`config.mk`:
```
export PLATFORM = sky130hd
export DESIGN_NAME = xip_miss_sequencer
export DESIGN_NICKNAME = d
export VERILOG_FILES = /design/src/rtl/xip_miss_sequencer.sv
export SDC_FILE = /design/constraint.sdc
export NUM_CORES = 1
export LEC_CHECK = 0
export ABC_CLOCK_PERIOD_IN_PS = 2100
export BUFFER_PORTS_ARGS = -buffer_cell sky130_fd_sc_hd__buf_4
export CAP_MARGIN = 10
export CORE_AREA = 5 5 123 125
export DETAILED_ROUTE_END_ITERATION = 8
export DIE_AREA = 0 0 128 130
export PLACE_DENSITY = 0.73
export SLEW_MARGIN = 40
export SYNTH_ARGS = -nofsm -noshare
export SYNTH_HDL_FRONTEND = slang
export SYNTH_SLANG_ARGS = --single-unit
```
`constraint.sdc`:
```
create_clock -name clk -period 2.1 [get_ports clk]
set_input_delay 0.105 -clock clk [delete_from_list [all_inputs] [get_ports clk]]
set_output_delay 0.105 -clock clk [all_outputs]
set_load 0.02 [all_outputs]
```
`src/rtl/xip_miss_sequencer.sv`:
```
// Two-port read front end for the XIP flash cache: round-robin arbitration,
// cache lookup, and single-line QSPI fill sequencing on a miss.
module xip_miss_sequencer #(
    parameter int unsigned CNT_W      = 16,
    parameter bit          FIXED_PRIO = 1'b0
) (
    input  logic             clk,
    input  logic             rst_n,
    input  logic             p0_req,
    input  logic [23:0]      p0_addr,
    output logic             p0_ack,
    output logic [31:0]      p0_rdata,
    input  logic             p1_req,
    input  logic [23:0]      p1_addr,
    output logic             p1_ack,
    output logic [31:0]      p1_rdata,
    output logic [23:0]      c_addr,
    input  logic             c_hit,
    input  logic [31:0]      c_do,
    output logic             c_wr,
    output logic [23:0]      fr_addr,
    output logic             fr_rd,
    input  logic             fr_done,
    output logic             busy,
    output logic [CNT_W-1:0] hit_cnt,
    output logic [CNT_W-1:0] miss_cnt
);

    localparam logic [2:0] S_IDLE   = 3'd0;
    localparam logic [2:0] S_LOOKUP = 3'd1;
    localparam logic [2:0] S_MISS   = 3'd2;
    localparam logic [2:0] S_WAIT   = 3'd3;
    localparam logic [2:0] S_FILL   = 3'd4;
    localparam logic [2:0] S_RESP   = 3'd5;

    logic [2:0]       r_state;
    logic             r_sel;       // 0 = p0, 1 = p1
    logic             r_last;      // last granted port, 1 = p1
    logic             r_first;     // first lookup of the current transaction
    logic [23:0]      r_cur_addr;
    logic [23:0]      r_fr_addr;
    logic [31:0]      r_p0_rdata;
    logic [31:0]      r_p1_rdata;
    logic [CNT_W-1:0] r_hit_cnt;
    logic [CNT_W-1:0] r_miss_cnt;
    logic             w_grant_p1;
    logic [23:0]      w_grant_addr;

    // Ties go to the port not granted last, unless p0 is given fixed priority.
    always_comb begin
        w_grant_p1 = 1'b0;
        if (p1_req && !p0_req)
            w_grant_p1 = 1'b1;
        else if (p0_req && p1_req && !FIXED_PRIO)
            w_grant_p1 = ~r_last;
        w_grant_addr = w_grant_p1 ? p1_addr : p0_addr;
    end

    always_ff @(posedge clk or negedge rst_n) begin
        if (!rst_n) begin
            r_state    <= S_IDLE;
            r_sel      <= 1'b0;
            r_last     <= 1'b1;
            r_first    <= 1'b0;
            r_cur_addr <= '0;
            r_fr_addr  <= '0;
            r_p0_rdata <= '0;
            r_p1_rdata <= '0;
            r_hit_cnt  <= '0;
            r_miss_cnt <= '0;
        end else begin
            case (r_state)
                S_IDLE: begin
                    if (p0_req || p1_req) begin
                        r_sel      <= w_grant_p1;
                        r_last     <= w_grant_p1;
                        r_cur_addr <= w_grant_addr;
                        r_first    <= 1'b1;
                        r_state    <= S_LOOKUP;
                    end
                end
                S_LOOKUP: begin
                    if (c_hit) begin
                        if (r_sel)
                            r_p1_rdata <= c_do;
                        else
                            r_p0_rdata <= c_do;
                        if (r_first && (r_hit_cnt != '1))
                            r_hit_cnt <= r_hit_cnt + 1'b1;
                        r_state <= S_RESP;
                    end else begin
                        if (r_miss_cnt != '1)
                            r_miss_cnt <= r_miss_cnt + 1'b1;
                        r_fr_addr <= {r_cur_addr[23:4], 4'h0};
                        r_first   <= 1'b0;
                        r_state   <= S_MISS;
                    end
                end
                S_MISS: r_state <= S_WAIT;
                S_WAIT: begin
                    if (fr_done)
                        r_state <= S_FILL;
                end
                // Fill lands one cycle after fr_done: the last nibble arrives on that edge.
                S_FILL:  r_state <= S_LOOKUP;
                S_RESP:  r_state <= S_IDLE;
                default: r_state <= S_IDLE;
            endcase
        end
    end

    assign p0_ack   = (r_state == S_RESP) && !r_sel;
    assign p1_ack   = (r_state == S_RESP) &&  r_sel;
    assign p0_rdata = r_p0_rdata;
    assign p1_rdata = r_p1_rdata;
    assign c_addr   = r_cur_addr;
    assign c_wr     = (r_state == S_FILL);
    assign fr_addr  = r_fr_addr;
    assign fr_rd    = (r_state == S_MISS);
    assign busy     = (r_state != S_IDLE);
    assign hit_cnt  = r_hit_cnt;
    assign miss_cnt = r_miss_cnt;

endmodule

```
# Word level (Yosys, flattened, before mapping)
# Cells that the tools add are included.
word_totals:
  memories: 0
  mem_bits_ro: 0
  ramBits: 0
  latch_bits: 0
  register_bits: 146
op_classes:
  n_lt_le_gt_ge: 0
  n_bitwise: 3
  n_addsub: 2
  shift: 0
  n_reduce_logical: 19
  n_eq_ne: 10
  multipliers: 0
  n_mux: 10
  n_div: 0
op_table:
  columns: ["cell", "n"]
  rows:
  - ["$add A16 B1 Y16 const B", 2]
  - ["$ne A16 B16 Y1 const B", 2]
  - ["$mux W24", 1]
  - ["$pmux W3 S5", 1]
  - ["$reduce_and A3 Y1", 5]
  - ["$mux W3", 3]
  - ["$eq A3 B2 Y1 const B", 2]
  - ["$eq A3 B3 Y1 const B", 2]
  - ["$ne A2 B2 Y1 const B", 3]
  - ["$reduce_and A2 Y1", 3]
  - ["$logic_and A1 B1 Y1", 5]
  - ["$mux W1", 4]
  - ["$eq A3 B1 Y1 const B", 1]
  - ["$logic_not A3 Y1", 1]
  - ["$not A1 Y1", 3]
  - ["$reduce_bool A3 Y1", 1]
  - ["$logic_not A1 Y1", 2]
  - ["$pmux W1 S2", 1]
  - ["$reduce_bool A2 Y1", 1]
  - ["$logic_or A1 B1 Y1", 1]

# Depth between registers and ports, before layout
logic_depth:
  word_depth: 4
  ltp_mapped: 7

# Worst setup path before layout
# OpenSTA, ideal clock, no wires.
synth_timing:
  path_kind: "reg2reg"
  startpoint: "reg r_miss_cnt[5], in the netlist miss_cnt[5]"
  endpoint: "reg r_miss_cnt[1], in the netlist miss_cnt[1]"
  setup_slack_ns: 0.280
  path_stages_with_launch: 6
  n_path_buf: 0
  arrival_time_ns: 1.695
  period_less_slack_ns: 1.820
  required_time_ns: 1.975
  path_cell_list: "dfrtp_1 and4_1 nand4_1 nor3_2 nor2b_1 mux2_2"
synth_between:
  elab_chain_cells: 2
synth_lines:
  columns: ["item", "line_no", "text"]
  rows:
  - ["start: declaration", "45", "logic [CNT_W-1:0] r_miss_cnt;"]
  - ["start signal: assignment", "93", "r_miss_cnt <= r_miss_cnt + 1'b1;"]
  - ["$ne A16 B16 Y1", "92", "if (r_miss_cnt != '1)"]
  - ["$reduce_and A3 Y1 (no source line)", null, null]
# Every way passes these cells.
# A chain may end at the register's enable or synchronous reset.

# Final worst setup path
layout_timing:
  startpoint: "reg r_last"
  endpoint: "reg r_cur_addr[17], in the netlist c_addr[17]"
layout_between:
  elab_chain_cells: 4
layout_lines:
  columns: ["item", "line_no", "text"]
  rows:
  - ["start: declaration", "38", "logic r_last;"]
  - ["start signal: assignment", "76", "r_last <= w_grant_p1;"]
  - ["$not A1 Y1", "55", "w_grant_p1 = ~r_last;"]
  - ["$mux W1", "54", "else if (p0_req && p1_req && !FIXED_PRIO)"]
  - ["$mux W1", "52", "if (p1_req && !p0_req)"]
  - ["$mux W24", "56", "w_grant_addr = w_grant_p1 ? p1_addr : p0_addr;"]
  - ["end signal: assignment", "77", "r_cur_addr <= w_grant_addr;"]
  - ["end: declaration", "40", "logic [23:0] r_cur_addr;"]
# Every way passes these cells.

==> flow_summary_export.csv <==
group,metric,value,unit
die,die-area,16600,sq um
synthesis,synth_top_family_by_area,"multiplexers",
final_layout,register_area,3650,sq um
synthesis,synth-adder-area-share,0.00409,
synthesis,synth-simple-area-share,0.0944,
synthesis,syn-cell-area,6110,sq um
min_path,hold_path.class,"input pin to flop",
clock_network,cts_resized,0,
sta,skew,8.07,ps
route,viasPerCell,5.09,
critical_path,cp-end-kind,"flop",
sta,whs,16.8,ps
sta,fmax,511,MHz
clock_network,clk_pin_slew,60,ps
global_routing,grtUsageTotal,0.201,
critical_path,critPathMaxFanout,24,
route,ant_nets,0,
critical_path,worst-path-buf-inv,2,
critical_path,slowest_delay,580,ps
final_layout,fin_nets,858,
sta,tns,0,ps
die,coreArea,13800,sq um
synthesis,synth_cells,465,
clock_network,clkLatencyLatePin,410,ps
clock_network,numCtsBuffers,17,
die,die_y,130,um
synthesis,synth_most_common_cell,"dfrtp_1",
clock_network,clockBufferDepth,2,
final_layout,insertedDiodeCount,0,
power,cellLeakagePower,4.41,nW
place,port_buffers,230,
synthesis,yosys.area_share.xor_xnor,0.0330,
synthesis,ys_seq_area_frac,0.598,
route,drc,0,
synthesis,yosysTopAreaCell,"dfrtp_1",
global_routing,grt_max_degree,50,
sta,rsz0062_at_grt,"no",
clock_network,cts_num_sinks,146,
synthesis,ys_async_sr_fraction,1.00,
die,io_pins,235,
sta,fin_ws,144,ps
critical_path,arrival,2240,ps
critical_path,crit_required,2390,ps
final_layout,drive_gt1_frac,0.472,
sta,fin_crit_sh,0.931,
synthesis,yosysTopAreaCellShare,0.594,
clock_network,cts_setup_buffers,0,
place,place_ws,204,ps
critical_path,crit_type,"flop to flop",
final_layout,syn2layout_area_growth,52.9,%
final_layout,stdcell_count,962,
synthesis,ys_top_cells_by_area,"dfrtp_1, mux2_2, mux2i_1",
place,dp_hpwl,11300,um
power,powerDensity,1500,nW/um^2
sta,hold_violations,0,
critical_path,critical_path.slowest_cell,"dlygate4sd3_1",
critical_path,critPathTopFamily,"buffers and inverters",
clock_network,cts_max_level,4,
sta,slew_violations,0,
place,dp_cells,864,
job,cap_violations,0,
route,vias,4892,
final_layout,fillerInstances,1005,
clock_network,cts-root-buf,"clkbuf_16",
critical_path,crit_chain,"a21boi_4 -> buf_4 -> mux2i_1 -> dlygate4sd3_1 -> a21oi_1",
route,wl_per_cell,17.4,um
synthesis,synth-main-ff-cell,"dfrtp_1",
synthesis,synthMuxAreaShare,0.201,
power,ir_worst_vdd,828,uV
critical_path,worstSetupStartpointType,"flop",
synthesis,synth_common_cells,"dfrtp_1, mux2_2, nor2_1, a21oi_1, mux2i_1",
synthesis,synth-edff-count,0,
sta,fin_crit,1960,ps
place,dpl-instance-area,8100,sq um
synthesis,avgSynthCellArea,13.1,sq um
outcome,outcome,"complete, no violations",
sta,setup-violations-final,0,
die,rows,43,
synthesis,synthDistinctLibCells,43,
final_layout,multi_input_area,2320,sq um
synthesis,synth_seq_cells,146,
clock_network,cts_tree,"done",
global_routing,overflow,0,
clock_network,cts_hold_buffers,67,
route,wl,16700,um
route,dr.pass1.iters,4,
final_layout,final_cell_area,9350,sq um
synthesis,synth-compound-area-share,0.0416,
die,fp.dieW,128,um
global_routing,grt_pass1_wl,26200,um
die,initial_core_util,0.444,
synthesis,ys.warnings.count,0,
global_routing,grt_antenna_before_repair,0,
route,drtIter0Drc,226,
global_routing,grt_pass1_vias,5245,
place,gp_routability_congestion,0.799,
[metal layers]
metal  GRT usage  share of wire
met5           0              0
met4      0.0855          0.028
met3      0.0655          0.074
met2       0.363           0.53
met1       0.216           0.37
[final timing paths]
path | cells past startpoint | endpoint | start | slack (ps)
worst max-delay path | 5 | c_addr[17] | r_last | 140
worst min-delay path | 3 | c_addr[13] | p1_addr[13] | 20
worst max register to register | 5 | c_addr[17] | r_last | 140
worst min register to register | 1 | p0_rdata[8] | p0_rdata[8] | 490
max in group asynchronous | 3 | r_last | rst_n | 1160
min in group asynchronous | 2 | p0_rdata[15] | rst_n | 190
[report_power, final]
| part | total [mW] | internal, mW | switching (mW) |
|---|---|---|---|
| logic | 6.14 | 2.94 | 3.19 |
| clock network | 2.97 | 1.83 | 1.14 |
| registers | 4.88 | 4.03 | 0.854 |
| total | 14.0 | 8.80 | 5.18 |
[worst reg2reg max path, cell delays in order (launching register included)]
cell           delay [ps]
dfstp_2               390
a21boi_4              150
buf_4                 390
mux2i_1               270
dlygate4sd3_1         580
a21oi_1                60
[cells by family (layout without fill, tap and decap cells)]
logic type,after synthesis,count (layout)
buffers and inverters,32,346
AO/OA/AOI/OAI,45,45
adder cells (fa/ha/maj),2,2
flip-flops,146,146
multiplexers,112,112
XOR/XNOR,23,23
other,1,4
AND/OR/NAND/NOR,104,104
[registers in the layout, summed over array words and instances (netlist names)]
| name | flops |
|---|---|
| c_addr | 24 |
| fr_addr | 20 |
| hit_cnt | 16 |
| miss_cnt | 16 |
| p0_rdata | 32 |
| p1_rdata | 32 |
| r_first | 1 |
| r_last | 1 |
| r_sel | 1 |
| r_state | 3 |
[final cells by class]
class,instances,area share
inverter,5,0.00201
clock buffer,22,0.0507
tap,180,0.0241
sequential,146,0.391
clock inverter,9,0.0111
timing repair buffer,310,0.273
multi-input combinational,290,0.248
[per-stage QoR]
step / total power [mW] / util
detailed placement: 10.9 / 0.588
global placement: 10.7 / 0.588
finish: 14.0 / 0.679
CTS: 14.1 / 0.679
floorplan: 8.12 / -
global route: 14.7 / 0.679
[cell usage in the layout, fill, tap and decap left out, types with 3 or more instances in the layout]
cell type	n
clkinv_2	4
a31oi_1	8
xor2_1	9
conb_1	4
nor2_1	37
buf_12	4
nand3_1	12
clkbuf_16	17
clkbuf_8	3
buf_4	238
and4_1	3
nand2_1	11
inv_1	5
nand4_1	11
a21oi_1	32
dfrtp_1	145
nor3b_1	3
and3_1	5
mux2i_1	26
xnor2_1	14
mux2_2	85
dlygate4sd3_1	67
nor3_1	4
(Power assumes the default switching activity.)
